`config.mk`:
```
export PLATFORM = sky130hd
export DESIGN_NAME = note_sequencer
export DESIGN_NICKNAME = d
export VERILOG_FILES = /design/src/rtl/note_sequencer.sv
export SDC_FILE = /design/constraint.sdc
export NUM_CORES = 1
export LEC_CHECK = 0
export CELL_PAD_IN_SITES_DETAIL_PLACEMENT = 1
export CELL_PAD_IN_SITES_GLOBAL_PLACEMENT = 1
export CORE_MARGIN = 1.5
export CORE_UTILIZATION = 39
export DETAILED_ROUTE_END_ITERATION = 10
export PLACE_DENSITY = 0.87
export SKIP_LAST_GASP = 1
export SLEW_MARGIN = 20
export SYNTH_ARGS = -nofsm -noshare
export SYNTH_HDL_FRONTEND = slang
export SYNTH_SLANG_ARGS = --single-unit
```
`constraint.sdc`:
```
create_clock -name CLK_32KHz -period 3.9 [get_ports CLK_32KHz]
set_input_delay 0.78 -clock CLK_32KHz [delete_from_list [all_inputs] [get_ports CLK_32KHz]]
set_output_delay 0.78 -clock CLK_32KHz [all_outputs]
set_load 0.01 [all_outputs]
```
`src/rtl/note_sequencer.sv`:
```
// -----------------------------------------------------------------------------
// note_sequencer
//
// Walks a song held in an external note ROM and drives the sine generator.
// Each ROM entry is {frequency[13:0], duration[7:0]}. Pitch changes are
// deferred to the generator's phase-zero point (bounded by ZERO_TIMEOUT) so the
// waveform never jumps mid-cycle. Rests (frequency 0) apply at once. The
// all-zero entry marks the end of the song.
//
// Optional build macro: NOTE_SEQUENCER_ENVELOPE_EN
//   defined   -> linear attack/release envelope on genAmplitude
//   undefined -> flat MAX_AMPLITUDE for every sounding PLAY cycle
//
// Ports:
//   CLK_32KHz    audio clock
//   reset_n      asynchronous active-low reset
//   start        one-cycle pulse, begin the song at address 0 (ignored if busy)
//   stop         one-cycle pulse, abort immediately (beats start)
//   loopEnable   restart at address 0 when the end marker is reached
//   romAddress   registered ROM address
//   romData      {freq[21:8], dur[7:0]}, valid one cycle after romAddress
//   genIndexZero generator phase-zero flag
//   genFrequency generator frequency (Hz)
//   genAmplitude generator amplitude
//   busy         high from start until song end or stop
//   noteStrobe   one-cycle pulse on the first cycle a new note is applied
//   songDone     one-cycle pulse when the end marker is reached
// -----------------------------------------------------------------------------
module note_sequencer #(
  parameter int unsigned ADDR_W        = 8,
  parameter int unsigned TICK_DIV      = 32,
  parameter int unsigned MAX_AMPLITUDE = 255,
  parameter int unsigned ATTACK_STEP   = 8,
  parameter int unsigned ZERO_TIMEOUT  = 255
) (
  input  logic              CLK_32KHz,
  input  logic              reset_n,
  input  logic              start,
  input  logic              stop,
  input  logic              loopEnable,
  output logic [ADDR_W-1:0] romAddress,
  input  logic [21:0]       romData,
  input  logic              genIndexZero,
  output logic [13:0]       genFrequency,
  output logic [7:0]        genAmplitude,
  output logic              busy,
  output logic              noteStrobe,
  output logic              songDone
);

  // Duration counter holds up to 255 * TICK_DIV - 1 without overflow.
  localparam int unsigned CNT_W = 8 + $clog2(TICK_DIV);

`ifdef NOTE_SEQUENCER_ENVELOPE_EN
  localparam bit ENV_ON = 1'b1;
`else
  localparam bit ENV_ON = 1'b0;
`endif

  typedef enum logic [2:0] {
    S_IDLE,
    S_FETCH,
    S_LOAD,
    S_WAIT_ZERO,
    S_PLAY
  } state_e;

  // Amplitude for play cycle k of a note whose last cycle index is last
  // (N = last + 1): min(MAX, STEP*(k+1), STEP*(N-k)) with the envelope on.
  function automatic logic [7:0] amp_at(input logic [CNT_W-1:0] k,
                                        input logic [CNT_W-1:0] last);
    int unsigned amp;
    int unsigned rise;
    int unsigned fall;
    amp  = MAX_AMPLITUDE;
    rise = ATTACK_STEP * (32'(k) + 32'd1);
    fall = ATTACK_STEP * (32'(last) - 32'(k) + 32'd1);
    if (ENV_ON) begin
      if (rise < amp) amp = rise;
      if (fall < amp) amp = fall;
    end
    return amp[7:0];
  endfunction

  state_e            state_q,     state_d;
  logic [ADDR_W-1:0] addr_q,      addr_d;
  logic [13:0]       note_freq_q, note_freq_d;
  logic [CNT_W-1:0]  last_q,      last_d;
  logic              rest_q,      rest_d;
  logic [CNT_W-1:0]  k_q,         k_d;
  logic [7:0]        zcnt_q,      zcnt_d;
  logic [13:0]       freq_q,      freq_d;
  logic [7:0]        amp_q,       amp_d;
  logic              busy_q,      busy_d;
  logic              strobe_q,    strobe_d;
  logic              done_q,      done_d;

  logic [13:0]       rom_freq;
  logic [7:0]        rom_dur;
  logic [7:0]        dur_eff;

  assign rom_freq = romData[21:8];
  assign rom_dur  = romData[7:0];
  // A zero duration on a real note plays as one unit.
  assign dur_eff  = (rom_dur == 8'd0) ? 8'd1 : rom_dur;

  // NOTE: every *_d gets a default before the case so no path leaves it
  // unassigned; otherwise synthesis infers a latch.
  always_comb begin
    state_d     = state_q;
    addr_d      = addr_q;
    note_freq_d = note_freq_q;
    last_d      = last_q;
    rest_d      = rest_q;
    k_d         = k_q;
    zcnt_d      = zcnt_q;
    freq_d      = freq_q;
    amp_d       = amp_q;
    busy_d      = busy_q;
    strobe_d    = 1'b0;
    done_d      = 1'b0;

    if (stop) begin
      state_d = S_IDLE;
      addr_d  = '0;
      freq_d  = '0;
      amp_d   = '0;
      busy_d  = 1'b0;
    end else begin
      case (state_q)
        S_IDLE: begin
          freq_d = '0;
          amp_d  = '0;
          if (start) begin
            addr_d  = '0;
            busy_d  = 1'b1;
            state_d = S_FETCH;
          end
        end

        S_FETCH: state_d = S_LOAD;

        S_LOAD: begin
          if (rom_freq == 14'd0 && rom_dur == 8'd0) begin
            done_d = 1'b1;
            if (loopEnable) begin
              addr_d  = '0;
              state_d = S_FETCH;
            end else begin
              busy_d  = 1'b0;
              freq_d  = '0;
              state_d = S_IDLE;
            end
          end else begin
            note_freq_d = rom_freq;
            last_d      = CNT_W'(dur_eff) * CNT_W'(TICK_DIV) - CNT_W'(1);
            rest_d      = (rom_freq == 14'd0);
            zcnt_d      = '0;
            if (rom_freq == 14'd0) begin
              // Rests skip the phase-zero wait: silence cannot click.
              freq_d   = '0;
              strobe_d = 1'b1;
              k_d      = '0;
              amp_d    = '0;
              state_d  = S_PLAY;
            end else begin
              state_d = S_WAIT_ZERO;
            end
          end
        end

        S_WAIT_ZERO: begin
          if (genIndexZero || zcnt_q == 8'(ZERO_TIMEOUT - 1)) begin
            freq_d   = note_freq_q;
            strobe_d = 1'b1;
            k_d      = '0;
            amp_d    = rest_q ? 8'd0 : amp_at('0, last_q);
            state_d  = S_PLAY;
          end else begin
            zcnt_d = zcnt_q + 8'd1;
          end
        end

        S_PLAY: begin
          if (k_q == last_q) begin
            addr_d  = addr_q + ADDR_W'(1);
            amp_d   = '0;
            state_d = S_FETCH;
          end else begin
            k_d   = k_q + CNT_W'(1);
            amp_d = rest_q ? 8'd0 : amp_at(k_q + CNT_W'(1), last_q);
          end
        end

        default: state_d = S_IDLE;
      endcase
    end
  end

  // NOTE: state registers use non-blocking assignments so every flop samples
  // the pre-edge values regardless of statement order.
  always_ff @(posedge CLK_32KHz or negedge reset_n) begin
    if (!reset_n) begin
      state_q     <= S_IDLE;
      addr_q      <= '0;
      note_freq_q <= '0;
      last_q      <= '0;
      rest_q      <= 1'b0;
      k_q         <= '0;
      zcnt_q      <= '0;
      freq_q      <= '0;
      amp_q       <= '0;
      busy_q      <= 1'b0;
      strobe_q    <= 1'b0;
      done_q      <= 1'b0;
    end else begin
      state_q     <= state_d;
      addr_q      <= addr_d;
      note_freq_q <= note_freq_d;
      last_q      <= last_d;
      rest_q      <= rest_d;
      k_q         <= k_d;
      zcnt_q      <= zcnt_d;
      freq_q      <= freq_d;
      amp_q       <= amp_d;
      busy_q      <= busy_d;
      strobe_q    <= strobe_d;
      done_q      <= done_d;
    end
  end

  assign romAddress   = addr_q;
  assign genFrequency = freq_q;
  assign genAmplitude = amp_q;
  assign busy         = busy_q;
  assign noteStrobe   = strobe_q;
  assign songDone     = done_q;

endmodule

```
==> out/qor.txt <==
Status -> finished clean
Max-cap violations -> 0
CP peak stage delay -> 0.57 ns
Synth area leaders -> dfrtp_1 48%, nand2_1 7.1%, xor2_1 3.7%, a22o_1 3.2%, a31oi_1 2.4%
Worst Tran Pin Value -> 1.01 ns
Routability congestion estimate -> 0.884
GRT overflow -> 0
NumNets Final -> 490
Number of synthesized flops with an enable pin -> 0
Die Area -> 10400 um^2
Post-synthesis cell count -> 397
H-tree levels -> 3
Hold Slack -> 0.462 ns
First-pass GRT wire length -> 17800 um
Crit path kind -> primary input to flop
FF-to-FF End -> k_q[1]$_DFFE_PN0P_
Worst Path Arrival -> 3.14 ns
Initial antenna violation count -> 0
Final Hold Violating Endpoints -> 0
Final Cell Area -> 4800 um^2
Setup slack after layout -> 1.04 ns
Data required time at the worst endpoint -> 4.19 ns
Largest fanout on the critical path -> 16
Max-slew violation total from the final report -> 0
Via count -> 3337
Filler instances -> 1090
Peak supply drop -> 0.000209 V
Final setup violation count -> 0
CP Cell Sequence -> clkdlybuf4s50_1, nor4_1, nand4_1, o21ai_2, buf_4, o211ai_1, nand2_1
Drt first-iter violations -> 179
HP Class -> primary input to asynchronous set/reset pin
Crit path launch type -> primary input
Multi-input logic area -> 1790 um^2
CP max stage cell -> o21ai_2
Bufs and invs on worst path -> 2
TritonCTS clock tree -> done
Worst slack at placement -> 0.707 ns
Path depth of the worst reg2reg path -> 4
CP endpoint -> zcnt_q[5]$_DFFE_PN0P_
CP Depth -> 7
Vias per inst -> 5.65
Num CTS Buffers -> 9
Die height -> 102 um
Tot Pwr -> 2250 uW
Share of the synthesized area in the top cell type -> 0.483
Vias in the first global route -> 3587
# IOs -> 61
Initial core utilization -> 0.409
Seq. cell area -> 1850 um^2
Mean post-synth cell area -> 9.65 um^2
Root buffer cell -> clkbuf_8
Clk sink count -> 74
Post-DP HPWL -> 7760 um
Clock Skews -> 0.0125 ns
Crit. End Element -> flop
Sequential area share after synthesis -> 0.483
Largest net degree at the start of global routing -> 30
Core Area -> 9370 um^2
Routed Antenna Nets -> 0
R2R Path Start -> state_q[0]$_DFFE_PN0P_
Post-CTS Resized -> 0
Post-synth cell types -> 60
Async set or reset register ratio after synthesis -> 1.00
Placed Area -> 4550 um^2
DR pass1 iterations -> 4
Yosys reg bits -> 74
Tcrit/Tclk final -> 0.732
Die Wd -> 102 um
Port-buffer cells -> 60
Max Root-Sink Buffers -> 2
Syn Std Cell Area -> 3830 um^2
Setup TNS -> 0 ns
DR WL/cell -> 18.0 um
Largest delay contributor family on the critical path -> simple AND/OR/NAND/NOR gates
Layout area overhead -> 25.2%
Post-CTS Setup Repair Bufs -> 0
Total GRT Usage -> 0.220
Power per Cell Area -> 468 nW/um^2
Clock transition at path regs -> 0.08 ns
Min Tclk post-route -> 2.86 ns
Area leader, netlist -> dfrtp_1
Final wirelength -> 10600 um
Fmax -> 350 MHz
Share of layout cells above drive strength 1 -> 0.0996
Synth warn -> 0
Syn_nets -> 430
CTS Hold Bufs -> 0
RSZ-0062 raised after global routing -> no
Leak pwr -> 0.00208 uW
Drc violations -> 0
Slew HR -> 0.325
# rows -> 35
Worst R2R Setup Slack -> 1.37 ns
Critical Path Source -> romData[9]
Top FF cell, synth -> dfrtp_1
Worst-Skew Late Latency -> 0.36 ns
Ant diodes -> 0
==> power by group <==
part	internal (uW)	switching [uW]	leakage, uW
Combinational	193	230	0.000979
Clock	432	318	0.000121
Sequential	923	150	0.000978
==> routing by layer <==
metal,global-route usage,part of all wire,vias up
li1,-,-,1541
met4,0.0854,0.016,0
met2,0.378,0.51,79
met1,0.284,0.43,1702
met5,0,0,-
met3,0.0287,0.040,15
==> worst register-to-register path, stage by stage, from the launching register on <==
cell and delay, ns:
dfrtp_1 0.54, nor3b_2 0.63, nand2b_1 0.48, o22ai_4 0.57, mux2i_1 0.26
==> flip-flops by register name (all words and copies together), names as in the netlist <==
signal,count
busy,1
genAmplitude,1
genFrequency,14
k_q,13
last_q,9
noteStrobe,1
note_freq_q,14
rest_q,1
romAddress,8
songDone,1
state_q,3
zcnt_q,8
==> cells in the mapped netlist (all sizes together) (2+ instances only) <==
cell type,count
dfrtp,74
nand2,72
nor2,25
a31oi,18
inv,18
nand3,18
buf,16
xor2,16
o21ai,15
a22o,14
nor4,9
a21oi,8
nor3,8
and3,6
clkbuf,6
nand4,6
a211oi,5
ha,5
nand2b,5
o22ai,5
a2bb2oi,3
and2,3
o211ai,3
o21a,3
or4,3
a21o,2
and4,2
mux2i,2
nand3b,2
nor2b,2
o31a,2
o41ai,2
or2,2
xnor2,2
==> layout make-up <==
cell class / count / area share
well taps: 129 / 0.0336
inverters: 18 / 0.0141
repair buffers: 71 / 0.141
multi-input cells: 283 / 0.373
clock inverters: 7 / 0.0258
clock buffers: 9 / 0.0258
flip-flops and latches: 74 / 0.386
==> worst min path at each step <==
stage / from / to / slack (ns) / cells after the start
detailed placement: note_freq_q[5]$_DFFE_PN0P_ / note_freq_q[5]$_DFFE_PN0P_ / 0.46 / 2
floorplan: note_freq_q[0]$_DFFE_PN0P_ / note_freq_q[0]$_DFFE_PN0P_ / 0.45 / 2
CTS: reset_n / genFrequency[8]$_DFFE_PN0P_ / 0.48 / 1
global route: note_freq_q[5]$_DFFE_PN0P_ / note_freq_q[5]$_DFFE_PN0P_ / 0.50 / 2
global placement: note_freq_q[1]$_DFFE_PN0P_ / note_freq_q[1]$_DFFE_PN0P_ / 0.46 / 2
finish: reset_n / zcnt_q[6]$_DFFE_PN0P_ / 0.46 / 1
==> kinds of logic (layout without fill, tap and decap cells) <==
kind of cell               after synthesis  after routing  share of synthesized area
xor gates and xnor gates                18             18                     0.0411
AOI/OAI and AO/OA                       92             92                      0.194
buffers and inverters                   40            105                     0.0522
DFF                                     74             74                      0.483
muxes                                    2              2                    0.00522
adders and majority gates                5              5                     0.0163
and+or+nand+nor                        166            166                      0.208
==> metrics by stage <==
step | util | cells
detailed placement | 0.485 | 575
global placement | 0.485 | 575
floorplan | - | 397
global route | 0.512 | 591
finish | 0.512 | 591
CTS | 0.512 | 591
==> cells in the final DEF (no fill, tap or decap), types with 7 or more instances in the layout <==
cell type / count
inv_1: 18
a22o_1: 14
xor2_1: 16
nor4_1: 8
dfrtp_1: 74
nand2_1: 72
a21oi_1: 7
nor2_1: 25
buf_4: 11
clkbuf_8: 9
clkdlybuf4s50_1: 59
a31oi_1: 14
nor3_1: 8
nand3_1: 18
o21ai_0: 13
Note: power is estimated with default switching activity, not from simulation.
